[src/rtl/cpu_sequencer_pkg.sv]
// Shared opcode and control-state codes for the CPU sequencer and its decoder.
// OP_JCS/OP_JCC are only legal when the design is built with CPU_SEQ_CARRY_EN.
package cpu_sequencer_pkg;

    localparam int OP_NOP = 0;
    localparam int OP_LDA = 1;
    localparam int OP_ADD = 2;
    localparam int OP_SUB = 3;
    localparam int OP_STA = 4;
    localparam int OP_OUT = 5;
    localparam int OP_JMP = 6;
    localparam int OP_JEZ = 7;
    localparam int OP_JNZ = 8;
    localparam int OP_JCS = 9;
    localparam int OP_JCC = 10;
    localparam int OP_HLT = 15;

    localparam int STATE_FETCH_PC   = 0;
    localparam int STATE_FETCH_INST = 1;
    localparam int STATE_LOAD_ADDR  = 2;
    localparam int STATE_RAM_A      = 3;
    localparam int STATE_STORE_A    = 4;
    localparam int STATE_RAM_B      = 5;
    localparam int STATE_ADD        = 6;
    localparam int STATE_SUB        = 7;
    localparam int STATE_OUT_A      = 8;
    localparam int STATE_JUMP       = 9;
    localparam int STATE_SKIP_JUMP  = 10;
    localparam int STATE_HALT       = 11;
    localparam int STATE_NEXT       = 12;

    // Micro-cycle at which flags are sampled and illegal opcodes are flagged.
    localparam int CYC_EXEC = 3;

    function automatic logic is_mem_op(input int op);
        return (op == OP_LDA) || (op == OP_STA) || (op == OP_ADD) || (op == OP_SUB);
    endfunction

endpackage

[src/rtl/cpu_seq_decode.sv]
// Combinational next-state decode: (target cycle, opcode, flags) -> control state, illegal.
// CPU_SEQ_CARRY_EN enables the carry-conditioned jumps OP_JCS/OP_JCC.
module cpu_seq_decode
    import cpu_sequencer_pkg::*;
#(
    parameter int unsigned OP_W    = 4,
    parameter int unsigned STATE_W = 4,
    parameter int unsigned CYC_W   = 3
) (
    input  logic [CYC_W-1:0]   next_cycle,
    input  logic [OP_W-1:0]    opcode,
    input  logic               eq_zero,
    input  logic               carry,
    output logic [STATE_W-1:0] next_state,
    output logic               illegal
);

    int   nc;
    int   op;
    int   st;
    logic legal;
    logic cond_jump;
    logic taken;

`ifndef CPU_SEQ_CARRY_EN
    logic unused_carry;
    assign unused_carry = carry;
`endif

    always_comb begin
        nc        = int'(next_cycle);
        op        = int'(opcode);
        legal     = 1'b0;
        cond_jump = 1'b0;
        taken     = 1'b0;
        case (op)
            OP_NOP, OP_LDA, OP_STA, OP_ADD, OP_SUB, OP_OUT, OP_HLT: legal = 1'b1;
            OP_JMP: begin
                legal     = 1'b1;
                cond_jump = 1'b1;
                taken     = 1'b1;
            end
            OP_JEZ: begin
                legal     = 1'b1;
                cond_jump = 1'b1;
                taken     = eq_zero;
            end
            OP_JNZ: begin
                legal     = 1'b1;
                cond_jump = 1'b1;
                taken     = ~eq_zero;
            end
`ifdef CPU_SEQ_CARRY_EN
            OP_JCS: begin
                legal     = 1'b1;
                cond_jump = 1'b1;
                taken     = carry;
            end
            OP_JCC: begin
                legal     = 1'b1;
                cond_jump = 1'b1;
                taken     = ~carry;
            end
`endif
            default: ;
        endcase
    end

    always_comb begin
        st = STATE_NEXT;
        case (nc)
            0: st = STATE_FETCH_PC;
            1: st = STATE_FETCH_INST;
            2: begin
                if (op == OP_HLT) begin
                    st = STATE_HALT;
                end else if (op == OP_OUT) begin
                    st = STATE_OUT_A;
                end else begin
                    st = STATE_FETCH_PC;
                end
            end
            3: begin
                // Illegal opcodes fall through to NEXT and behave as NOP.
                if (!legal) begin
                    st = STATE_NEXT;
                end else if (cond_jump) begin
                    st = taken ? STATE_JUMP : STATE_SKIP_JUMP;
                end else if (is_mem_op(op)) begin
                    st = STATE_LOAD_ADDR;
                end else begin
                    st = STATE_NEXT;
                end
            end
            4: begin
                if (legal && cond_jump) begin
                    st = STATE_NEXT;
                end else if (op == OP_LDA) begin
                    st = STATE_RAM_A;
                end else if (op == OP_STA) begin
                    st = STATE_STORE_A;
                end else if ((op == OP_ADD) || (op == OP_SUB)) begin
                    st = STATE_RAM_B;
                end else begin
                    st = STATE_NEXT;
                end
            end
            5: begin
                if (op == OP_ADD) begin
                    st = STATE_ADD;
                end else if (op == OP_SUB) begin
                    st = STATE_SUB;
                end else begin
                    st = STATE_NEXT;
                end
            end
            default: st = STATE_NEXT;
        endcase
    end

    assign next_state = STATE_W'(st);
    assign illegal    = ~legal;

endmodule

[src/rtl/cpu_sequencer.sv]
// Self-timed instruction sequencer: state/cycle registers, halt/resume, watchdog and sticky err.
// Build with CPU_SEQ_CARRY_EN to make OP_JCS/OP_JCC legal carry-conditioned jumps.
module cpu_sequencer
    import cpu_sequencer_pkg::*;
#(
    parameter int unsigned OP_W       = 4,
    parameter int unsigned STATE_W    = 4,
    parameter int unsigned MAX_CYCLES = 8,
    parameter int unsigned CYC_W      = 3
) (
    input  logic               clk,
    input  logic               reset,
    input  logic [OP_W-1:0]    opcode,
    input  logic               eq_zero,
    input  logic               carry,
    input  logic               resume,
    output logic [STATE_W-1:0] state,
    output logic [CYC_W-1:0]   cycle,
    output logic               instr_done,
    output logic               halted,
    output logic               err
);

    localparam logic [STATE_W-1:0] S_FETCH_PC = STATE_W'(STATE_FETCH_PC);
    localparam logic [STATE_W-1:0] S_HALT     = STATE_W'(STATE_HALT);
    localparam logic [STATE_W-1:0] S_NEXT     = STATE_W'(STATE_NEXT);
    localparam logic [CYC_W-1:0]   CYC_LAST   = CYC_W'(MAX_CYCLES - 1);
    localparam logic [CYC_W-1:0]   CYC_SAMPLE = CYC_W'(CYC_EXEC);

    logic [STATE_W-1:0] state_q, state_d, dec_state;
    logic [CYC_W-1:0]   cycle_q, cycle_d, cycle_inc;
    logic               err_q, err_d;
    logic               dec_illegal;

    assign cycle_inc = cycle_q + CYC_W'(1);

    cpu_seq_decode #(
        .OP_W    (OP_W),
        .STATE_W (STATE_W),
        .CYC_W   (CYC_W)
    ) u_decode (
        .next_cycle (cycle_inc),
        .opcode     (opcode),
        .eq_zero    (eq_zero),
        .carry      (carry),
        .next_state (dec_state),
        .illegal    (dec_illegal)
    );

    always_comb begin
        state_d = state_q;
        cycle_d = cycle_q;
        err_d   = err_q;
        if (state_q == S_NEXT) begin
            state_d = S_FETCH_PC;
            cycle_d = '0;
        end else if (state_q == S_HALT) begin
            if (resume) begin
                state_d = S_NEXT;
                cycle_d = cycle_inc;
            end
        end else if (cycle_q == CYC_LAST) begin
            // Watchdog: abandon the instruction and rewind the counter before it can wrap.
            state_d = S_NEXT;
            cycle_d = '0;
            err_d   = 1'b1;
        end else begin
            state_d = dec_state;
            cycle_d = cycle_inc;
            if ((cycle_inc == CYC_SAMPLE) && dec_illegal) begin
                err_d = 1'b1;
            end
        end
    end

    always_ff @(posedge clk or posedge reset) begin
        if (reset) begin
            state_q <= S_FETCH_PC;
            cycle_q <= '0;
            err_q   <= 1'b0;
        end else begin
            state_q <= state_d;
            cycle_q <= cycle_d;
            err_q   <= err_d;
        end
    end

    assign state      = state_q;
    assign cycle      = cycle_q;
    assign err        = err_q;
    assign instr_done = (state_q == S_NEXT);
    assign halted     = (state_q == S_HALT);

endmodule

[config.mk]
export PLATFORM = sky130hd
export DESIGN_NAME = cpu_sequencer
export DESIGN_NICKNAME = d
export VERILOG_FILES = /design/src/rtl/cpu_sequencer_pkg.sv /design/src/rtl/cpu_seq_decode.sv /design/src/rtl/cpu_sequencer.sv
export SDC_FILE = /design/constraint.sdc
export NUM_CORES = 1
export LEC_CHECK = 0
export ABC_CLOCK_PERIOD_IN_PS = 4750
export CAP_MARGIN = 20
export CORE_ASPECT_RATIO = 1.2
export CORE_MARGIN = 2
export CORE_UTILIZATION = 25
export CTS_BUF_LIST = sky130_fd_sc_hd__clkbuf_16
export CTS_CLUSTER_DIAMETER = 120
export CTS_CLUSTER_SIZE = 40
export DETAILED_ROUTE_END_ITERATION = 7
export PLACE_DENSITY = 0.44
export RECOVER_POWER = 25
export SLEW_MARGIN = 10
export SYNTH_ARGS = -nofsm -noshare
export SYNTH_HDL_FRONTEND = slang
export SYNTH_HIERARCHICAL = 1
export SYNTH_SLANG_ARGS = --single-unit
export TNS_END_PERCENT = 30
[constraint.sdc]
create_clock -name clk -period 4.75 [get_ports clk]
set_input_delay 0.7125 -clock clk [delete_from_list [all_inputs] [get_ports clk]]
set_output_delay 0.7125 -clock clk [all_outputs]
set_load 0.005 [all_outputs]
==> impl_metrics.csv, run 1 <==
group,metric,value,unit
run_status,run_status,"finished clean",
pwr,p_leak,0.4518,nW
logic_synthesis,synth-seq-area-share,24.32,%
pwr,vdd_drop_max,403.8,µV
critical_path,max_stage_delay,0.73,ns
floorplanning,core-area,3110,µm²
logic_synthesis,synth_nets,112,
sta,slew_headroom,39.54,%
logic_synthesis,synth.cells.most_frequent,"sky130_fd_sc_hd__dfrtp_1 (8), sky130_fd_sc_hd__nand2_1 (6), sky130_fd_sc_hd__nor2_1 (6)",
flow_run,cap_violations,0,
sta,finalSetupTns,0,ns
critical_path,cpMaxStageDelayCell,"sky130_fd_sc_hd__xor2_1",
sta,slew_viol_final,0,
placement,port_buffers,17,
logic_synthesis,synthCells,100,
placement,number_of_cells_after_detailed_placement,147,
cells_and_area,final_net_count,128,
min_path,holdCritStartpoint,"err",
detailed_routing,drt-total-wl,2.243,mm
cts,worst_setup_hold_path_clk_slew,0.04,ns
critical_path,worstReg2RegStart,"cycle[0]",
detailed_routing,routed_wirelength_normalized_by_instance_count,14.95,µm
min_path,hold-path-cell-count,1,
logic_synthesis,post_synth_edffs,0,
sta,finalWorstSetupSlack,2.173,ns
detailed_routing,drt_drc_violations_left,0,
critical_path,setup.worst_path.class,"reg -> reg",
cells_and_area,fin_area,1085,µm²
cts,cts_buffers,3,
pwr,total_power,0.7036,mW
critical_path,r2r_end,"state[0]",
global_routing,grt_util_all_layers,13.53,%
logic_synthesis,synth_area,823.3,µm²
floorplanning,design.portCount,19,
logic_synthesis,yosys_most_used_dff,"sky130_fd_sc_hd__dfrtp_1",
min_path,hold_path_class,"reg -> reg",
logic_synthesis,ys_seq_elements,8,
logic_synthesis,synth.yosys.warnings,6,
critical_path,critical_path.cell_chain,"ha_1 -> xor2_1 -> or3b_1 -> o22ai_1 -> nand3_1 -> o311ai_2 -> nand2_1 -> o21ai_0",
global_routing,antenna_found_initial,0,
cts,cts_hold_buffers,0,
global_routing,global_route_wire_length_before_repair,3.795,mm
cts,cts-htree-levels,1,
placement,dpl_worst_slack,2.078,ns
floorplanning,fp.dieH,66.87,µm
critical_path,rr_worst_depth,8,
cts,ctsRootBufferMaster,"sky130_fd_sc_hd__clkbuf_16",
cells_and_area,layout.filler_cells,337,
sta,clock_skew,0.002689,ns
detailed_routing,routed-via-count,827,
sta,timing_hold_violations_final,0,
placement,gp_routability_congestion,0.7629,
detailed_routing,drt-vias-per-instance,5.513,
logic_synthesis,synth.avg_cell_area,8.233,µm²
logic_synthesis,synth_async_sr_flop_share,100.0,%
critical_path,setup.worst_path.end_class,"flip-flop",
floorplanning,start_util,26.47,%
cells_and_area,number_of_antenna_cells_inserted,0,
floorplanning,die_x,56.39,µm
min_path,hold-path-endpoint,"err",
critical_path,cp.arrival,2.73,ns
sta,post-route-period-util,54.25,%
critical_path,reg2reg_setup_slack,2.17,ns
cells_and_area,area_growth_syn_to_layout,31.76,%
logic_synthesis,ys_top_cells_by_area,"sky130_fd_sc_hd__dfrtp_1 (24%), sky130_fd_sc_hd__ha_1 (4.6%), sky130_fd_sc_hd__a21oi_1 (3.0%)",
sta,worst_hold_slack,0.4725,ns
logic_synthesis,yosysTopAreaCellShare,24.32,%
cts,clk-insertion-delay-late,0.24,ns
pwr,power-per-cell-area,648.6,nW/µm²
critical_path,crit_fanout,13,
logic_synthesis,synth_top_area_cell,"sky130_fd_sc_hd__dfrtp_1",
cts,clock-sinks,8,
detailed_routing,antenna_left,0,
detailed_routing,drt-pass1-iter-count,4,
floorplanning,rows,22,
cells_and_area,finish.cell_count_without_fillers,150,
cells_and_area,fin_util,34.88,%
global_routing,grt_start_max_net_pins,14,
cts,ctsResizeCount,0,
global_routing,grt_pass1_vias,794,
logic_synthesis,synthMostInstantiatedCell,"sky130_fd_sc_hd__dfrtp_1",
sta,grt_setup_unrepaired,"no",
floorplanning,die_area,3770,µm²
sta,finalSetupViolCount,0,
sta,clock.fmax,388.0,MHz
cells_and_area,final_layout_size_suffix_gt1_share,9.649,%
placement,place_hpwl,1.649,mm
placement,detailed_place.area,1010,µm²
global_routing,globalRouteOverflowTotal,0,
sta,period_minus_slack,2.577,ns
cts,postCtsSetupRepairBufs,0,
cts,clk_path_buf_depth,2,
sta,worst_pin_slew,0.9038,ns
logic_synthesis,synth_cell_types,44,
cts,cts_tree,"built",
detailed_routing,detail_route.iter0.violations,32,
critical_path,required,4.91,ns
critical_path,cp-start-kind,"flip-flop",
## final cells by class
class	count	area [µm²]	area share [%]
Multi-Input combinational cell	78	564.3	52.02
Sequential cell	8	200.2	18.45
Timing Repair Buffer	17	170.2	15.69
Clock buffer	3	75.07	6.920
Tap cell	36	45.04	4.152
Inverter	8	30.03	2.768
## report_power, final
part           switching (mW)  total, mW  internal, mW  leakage (nW)
clock                  0.0354      0.144         0.109        0.0370
combinational           0.206      0.419         0.213         0.318
sequential             0.0424      0.141        0.0985        0.0964
total                   0.284      0.704         0.420         0.452
## routing by layer
| metal | global-route usage (%) | up-vias | routed length (µm) |
|---|---|---|---|
| li1 | - | 400 | - |
| met1 | 16.30 | 402 | 1014 |
| met2 | 22.06 | 19 | 1071 |
| met3 | 2.136 | 6 | 89 |
| met4 | 9.226 | 0 | 68 |
| met5 | 0 | - | 0 |
## kinds of logic after synthesis
| logic type | synth area share [%] |
|---|---|
| flip-flops | 24.32 |
| buffers and inverters | 7.142 |
| XOR/XNOR | 2.128 |
| AO/OA/AOI/OAI | 30.39 |
| multiplexers | 1.216 |
| AND/OR/NAND/NOR | 30.24 |
| adder cells (fa/ha/maj) | 4.560 |
## layout by cell type (no fill, tap or decap), drive strengths merged, types with 2 or more instances in the layout
cell type / instances
nor3b: 2
a31oi: 3
dfrtp: 8
o21ai: 4
clkbuf: 3
nand4b: 3
o21bai: 2
or2: 2
ha: 3
inv: 8
a21oi: 5
or3b: 2
nand3b: 3
o21a: 2
clkdlybuf4s50: 16
o22ai: 4
nand2: 6
nor2: 7
or3: 2
nor2b: 3
o31ai: 2
a221o: 2
nand2b: 4
## flip-flops by register name, summed over array words and instances, names as in the netlist
| name | flops |
|---|---|
| cycle | 3 |
| state | 4 |
| err | 1 |
## how the worst max path moves through the flow
stage | start | slack (ns) | cells after the start | to
finish | cycle[0] | 2.17 | 8 | state[0]
global route | cycle[0] | 1.82 | 8 | state[0]
CTS | cycle[0] | 2.18 | 8 | state[0]
detailed placement | opcode[3] | 2.08 | 7 | state[0]
global placement | opcode[3] | 2.10 | 7 | state[0]
floorplan | cycle[0] | 2.88 | 9 | state[2]
## critical path: cells and delay by family (launching register included)
| family | cells | cell delay [ns] |
|---|---|---|
| AO/OA/AOI/OAI | 3 | 0.43 |
| flip-flops | 1 | 0.43 |
| XOR/XNOR | 1 | 0.73 |
| adder cells (fa/ha/maj) | 1 | 0.26 |
| AND/OR/NAND/NOR | 3 | 0.64 |
Note: power is estimated with default switching activity, not from simulation.
==> inputs of run 2 (changes only) <==
- ABC_CLOCK_PERIOD_IN_PS: 4750 -> 2200
- PLACE_DENSITY: 0.44 -> 0.45
- clock period: 4.75 -> 2.2 ns (I/O delays scaled with it)
==> run 2 against run 1 <==
  * Worst setup slack got worse by 1.9 ns
  * Clock-buffer cell count unchanged
  * Sequential power increased by 110%
  * Highest routed layer unchanged
  * Design area increased by 4.8%
==> impl_metrics.csv, run 2 (same netlist as run 1, synthesis figures left out) <==
group,metric,value,unit
run_status,run_status,"finished clean",
detailed_routing,drt-vias-per-instance,5.478,
cts,cts_tree,"built",
critical_path,crit_fanout,12,
critical_path,timing.critical_path.from,"cycle[0]",
cells_and_area,final_layout_size_suffix_gt1_share,14.88,%
cells_and_area,fin_area,1137,µm²
cells_and_area,final_net_count,135,
placement,place_hpwl,1.660,mm
placement,detailed_place.area,1062,µm²
detailed_routing,detail_route.iter0.violations,28,
sta,worst_pin_slew,0.3060,ns
floorplanning,design.portCount,19,
cells_and_area,number_of_antenna_cells_inserted,0,
placement,gp_routability_congestion,0.7777,
sta,grt_setup_unrepaired,"no",
floorplanning,die_area,3770,µm²
detailed_routing,routed_wirelength_normalized_by_instance_count,13.69,µm
floorplanning,core-area,3110,µm²
sta,finalWorstSetupSlack,0.2298,ns
sta,slew_viol_final,0,
cells_and_area,layout.cells.most_common_list,"sky130_fd_sc_hd__clkdlybuf4s50_1 (16), sky130_fd_sc_hd__dfrtp_1 (8), sky130_fd_sc_hd__buf_4 (7)",
cts,cts_hold_buffers,0,
critical_path,max_stage_delay,0.41,ns
sta,clock_skew,0.002272,ns
floorplanning,rows,22,
sta,period_minus_slack,1.970,ns
cells_and_area,layout_commonest_cell,"sky130_fd_sc_hd__clkdlybuf4s50_1",
placement,port_buffers,17,
sta,finalSetupViolCount,0,
detailed_routing,routed-via-count,860,
critical_path,path_delay_family,"compound AO/OA/AOI/OAI gates",
sta,post-route-period-util,89.55,%
critical_path,worstSetupPathDepth,8,
placement,number_of_cells_after_detailed_placement,154,
cts,ctsRootBufferMaster,"sky130_fd_sc_hd__clkbuf_16",
sta,finalSetupTns,0,ns
floorplanning,die_x,56.39,µm
critical_path,cp.arrival,2.11,ns
critical_path,cp-start-kind,"flip-flop",
global_routing,global_route_wire_length_before_repair,3.705,mm
pwr,total_power,1.539,mW
floorplanning,fp.dieH,66.87,µm
min_path,hold-path-cell-count,1,
sta,slew_headroom,79.58,%
critical_path,cp.buffers_inverters,1,
placement,dpl_worst_slack,0.1109,ns
detailed_routing,drt-total-wl,2.149,mm
critical_path,setup.worst_path.end_class,"flip-flop",
critical_path,worstReg2RegStart,"cycle[0]",
global_routing,grt_start_max_net_pins,13,
floorplanning,start_util,26.47,%
pwr,power-per-cell-area,1353,nW/µm²
cts,ctsResizeCount,0,
critical_path,critical_path.cell_chain,"ha_1 -> xor2_1 -> buf_4 -> nand2b_1 -> o32ai_1 -> a221o_1 -> nand2_1 -> o21ai_0",
min_path,holdCritStartpoint,"err",
critical_path,rr_worst_depth,8,
global_routing,antenna_found_initial,0,
cells_and_area,largest_register_ff_count,4,
pwr,p_leak,0.4855,nW
cells_and_area,area_growth_syn_to_layout,38.15,%
sta,timing_hold_violations_final,0,
critical_path,setup.worst_path.class,"reg -> reg",
global_routing,globalRouteOverflowTotal,0,
sta,clock.fmax,507.6,MHz
detailed_routing,drt_drc_violations_left,0,
min_path,hold_path_class,"reg -> reg",
pwr,vdd_drop_max,626.2,µV
cts,worst_setup_hold_path_clk_slew,0.04,ns
cts,clk-insertion-delay-late,0.23,ns
global_routing,grt_util_all_layers,12.86,%
cells_and_area,finish.cell_count_without_fillers,157,
detailed_routing,antenna_left,0,
global_routing,grt_pass1_vias,840,
critical_path,cpMaxStageDelayCell,"sky130_fd_sc_hd__dfrtp_1",
cts,cts-htree-levels,1,
critical_path,required,2.34,ns
cts,cts_buffers,3,
cts,clk_path_buf_depth,2,
cts,postCtsSetupRepairBufs,0,
cts,clock-sinks,8,
flow_run,cap_violations,0,
detailed_routing,drt-pass1-iter-count,4,
-- run 2: cell count changes in the layout (fill, tap and decap cells not counted) --
cell                    change
sky130_fd_sc_hd__buf_4      +7
-- run 2: layout make-up --
class | instances | area (µm²)
tap | 36 | 45.04
fill | 334 | 1973
inverter | 8 | 30.03
clock buffer | 3 | 75.07
multi-input combinational | 78 | 564.3
sequential | 8 | 200.2
timing repair buffer | 24 | 222.7
-- run 2: where the power goes --
part / internal, mW / switching, mW
registers: 0.213 / 0.0827
clock network: 0.234 / 0.0716
logic: 0.497 / 0.441
total: 0.944 / 0.596
-- run 2: worst reg2reg max path, cell delays in order, from the launching register on --
cell and delay [ns]:
sky130_fd_sc_hd__dfrtp_1 0.41, sky130_fd_sc_hd__ha_1 0.26, sky130_fd_sc_hd__xor2_1 0.19, sky130_fd_sc_hd__buf_4 0.19, sky130_fd_sc_hd__nand2b_1 0.17, sky130_fd_sc_hd__o32ai_1 0.26, sky130_fd_sc_hd__a221o_1 0.20, sky130_fd_sc_hd__nand2_1 0.05
sky130_fd_sc_hd__o21ai_0 0.15
-- run 2: stage by stage --
stage | hold WS (ns) | utilization, %
detailed placement | 0.4630 | 34.15
finish | 0.4704 | 36.56
floorplan | 0.1457 | -
CTS | 0.3547 | 36.56
global route | 0.5009 | 36.56
global placement | 0.4703 | 34.15
-- run 2: final timing paths --
path,to,slack (ns)
min,err,0.47
max reg2reg,state[1],0.23
max,state[1],0.23
min reg2reg,err,0.47
min in group asynchronous,cycle[2],0.48
max in group asynchronous,state[1],1.49
-- run 2: per-layer routing --
metal  vias to the layer above  global-route usage [%]  share of wire, %
met4                         0                   8.333               3.3
met2                        28                   22.79                49
met1                       409                   14.02                42
met3                         7                   2.330               5.4
li1                        416                       -                 -
met5                         -                       0                 0
==> inputs of run 3 (changes only) <==
- CELL_PAD_IN_SITES_DETAIL_PLACEMENT: not set -> 0
- CELL_PAD_IN_SITES_GLOBAL_PLACEMENT: not set -> 1
- PLACE_DENSITY: 0.45 -> 0.58
==> run 3 against run 2 <==
  * Register-to-register slack got worse by 0.02 ns
  * Critical endpoint unchanged
  * Sequential share of layout area stayed put
  * Largest power group unchanged
  * Highest routed layer unchanged
  * Non-clock buffer count unchanged
  * Critical path type unchanged
  * First-iteration DRC count up 39%
  * Global-route usage fell by 0.48 points
  * Design area unchanged
  * Clock power is essentially flat
  * Clock skew hardly changed
  * Combinational power is 0.4% higher
==> impl_metrics.csv, run 3 (same netlist as run 1, synthesis figures left out) <==
group,metric,value,unit
placement,place_hpwl,1.667,mm
cts,clock-sinks,8,
cts,cts_tree,"built",
floorplanning,design.portCount,19,
sta,post-route-period-util,90.55,%
detailed_routing,drt-total-wl,2.107,mm
sta,timing_hold_violations_final,0,
cells_and_area,area_occupied_by_multi_input_gates,564.3,µm²
critical_path,r2r_end,"state[1]",
cts,cts_buffers,3,
critical_path,required,2.30,ns
sta,period_minus_slack,1.992,ns
detailed_routing,top_layer,"met4",
placement,port_buffers,17,
pwr,pwr-share-clk,19.6,%
cts,cts-htree-levels,1,
placement,gp_routability_congestion,0.7974,
run_status,run_status,"finished clean",
cts,worst_setup_hold_path_clk_slew,0.04,ns
pwr,p_leak,0.4855,nW
cts,ctsRootBufferMaster,"sky130_fd_sc_hd__clkbuf_16",
global_routing,global_route_wire_length_before_repair,3.657,mm
critical_path,rr_worst_depth,8,
critical_path,cp.arrival,2.09,ns
global_routing,grt_pass1_vias,786,
pwr,part_of_the_power_in_registers,19.3,%
floorplanning,die_area,3770,µm²
detailed_routing,wl_met1,955,µm
sta,grt_setup_unrepaired,"no",
critical_path,timing.critical_path.from,"cycle[0]",
cells_and_area,layout.filler_cells,326,
cells_and_area,fin_util,36.56,%
detailed_routing,drt_drc_violations_left,0,
sta,finalSetupTns,0,ns
sta,slew_viol_final,0,
floorplanning,start_util,26.47,%
global_routing,antenna_found_initial,0,
cells_and_area,area_occupied_by_registers,200.2,µm²
detailed_routing,drt-vias-per-instance,5.268,
pwr,p_comb_share,61.1,%
detailed_routing,antenna_left,0,
cts,clk_path_buf_depth,2,
sta,worst_pin_slew,0.3025,ns
cells_and_area,number_of_antenna_cells_inserted,0,
detailed_routing,routed_wirelength_normalized_by_instance_count,13.42,µm
pwr,total_power,1.542,mW
sta,finalSetupViolCount,0,
critical_path,crit_fanout,12,
detailed_routing,wl_met2,1.041,mm
floorplanning,rows,22,
sta,worst_hold_slack,0.4686,ns
global_routing,grt_util_all_layers,12.37,%
pwr,switching_power_share_of_the_total,38.77,%
cells_and_area,layout_commonest_cell,"sky130_fd_sc_hd__clkdlybuf4s50_1",
cells_and_area,layout.cells.most_common_list,"sky130_fd_sc_hd__clkdlybuf4s50_1 (16), sky130_fd_sc_hd__dfrtp_1 (8), sky130_fd_sc_hd__buf_4 (7)",
cells_and_area,largest_register_ff_count,4,
sta,clock.fmax,502.0,MHz
floorplanning,core-area,3110,µm²
critical_path,setup.worst_path.end_class,"flip-flop",
global_routing,globalRouteOverflowTotal,0,
floorplanning,fp.dieH,66.87,µm
global_routing,grt_start_max_net_pins,13,
cells_and_area,final_net_count,135,
cells_and_area,area_growth_syn_to_layout,38.15,%
pwr,vdd_drop_max,681.0,µV
pwr,p_int,0.9441,mW
pwr,power-per-cell-area,1356,nW/µm²
cells_and_area,final_layout_size_suffix_gt1_share,14.88,%
sta,clock_skew,0.002189,ns
pwr,sw_power,0.5977,mW
critical_path,worstReg2RegStart,"cycle[0]",
detailed_routing,drt-pass1-iter-count,4,
flow_run,cap_violations,0,
detailed_routing,detail_route.iter0.violations,39,
sta,finalWorstSetupSlack,0.2078,ns
cts,clk-insertion-delay-late,0.23,ns
cts,cts_hold_buffers,0,
critical_path,cp-start-kind,"flip-flop",
placement,dpl_worst_slack,0.1532,ns
critical_path,reg2reg_setup_slack,0.21,ns
cells_and_area,fin_area,1137,µm²
critical_path,setup.worst_path.class,"reg -> reg",
detailed_routing,routed-via-count,827,
detailed_routing,met3RoutedLength,83,µm
placement,detailed_place.area,1062,µm²
cts,postCtsSetupRepairBufs,0,
critical_path,crit_end,"state[1]",
placement,number_of_cells_after_detailed_placement,154,
sta,slew_headroom,79.81,%
cts,ctsResizeCount,0,
cells_and_area,finish.cell_count_without_fillers,157,
floorplanning,die_x,56.39,µm
min_path,hold_path_class,"reg -> reg",
[run 3: area by class of cell]
class                   count  area share (%)
inverters                   8           2.640
clock buffers               3           6.601
repair buffers             24           19.58
multi-input cells          78           49.61
well taps                  36           3.960
flip-flops and latches      8           17.60
[run 3: routing by layer]
metal	vias to the layer above	GRT usage, %
met1	382	14.39
met5	-	0
met4	0	5.357
met2	22	22.35
li1	419	-
met3	4	1.942
[run 3: how the worst min path moves through the flow]
| stage | from | endpoint | depth (start not counted) |
|---|---|---|---|
| after detailed placement | err | err | 1 |
| final | err | err | 1 |
| after global placement | err | err | 1 |
| after global routing | err | err | 1 |
| after floorplan | reset | cycle[0] | 1 |
| after CTS | reset | cycle[2] | 2 |
[run 3: power by group through the flow]
| stage | clock network [mW] | registers (mW) | logic [mW] |
|---|---|---|---|
| finish | 0.303 | 0.297 | 0.942 |
| global route | 0.317 | 0.312 | 1.05 |
| CTS | 0.310 | 0.299 | 0.948 |
| detailed placement | 0 | 0.301 | 0.947 |
| global placement | 0 | 0.295 | 0.947 |
| floorplan | 0 | 0.291 | 0.641 |
[run 3: worst max-delay path: stages (launching register included)]
cell and delay, ns:
sky130_fd_sc_hd__dfrtp_1 0.42, sky130_fd_sc_hd__ha_1 0.26, sky130_fd_sc_hd__xor2_1 0.24, sky130_fd_sc_hd__buf_4 0.22, sky130_fd_sc_hd__nand2b_1 0.16, sky130_fd_sc_hd__o32ai_1 0.09, sky130_fd_sc_hd__a221o_1 0.35, sky130_fd_sc_hd__nand2_1 0.06
sky130_fd_sc_hd__o21ai_0 0.06
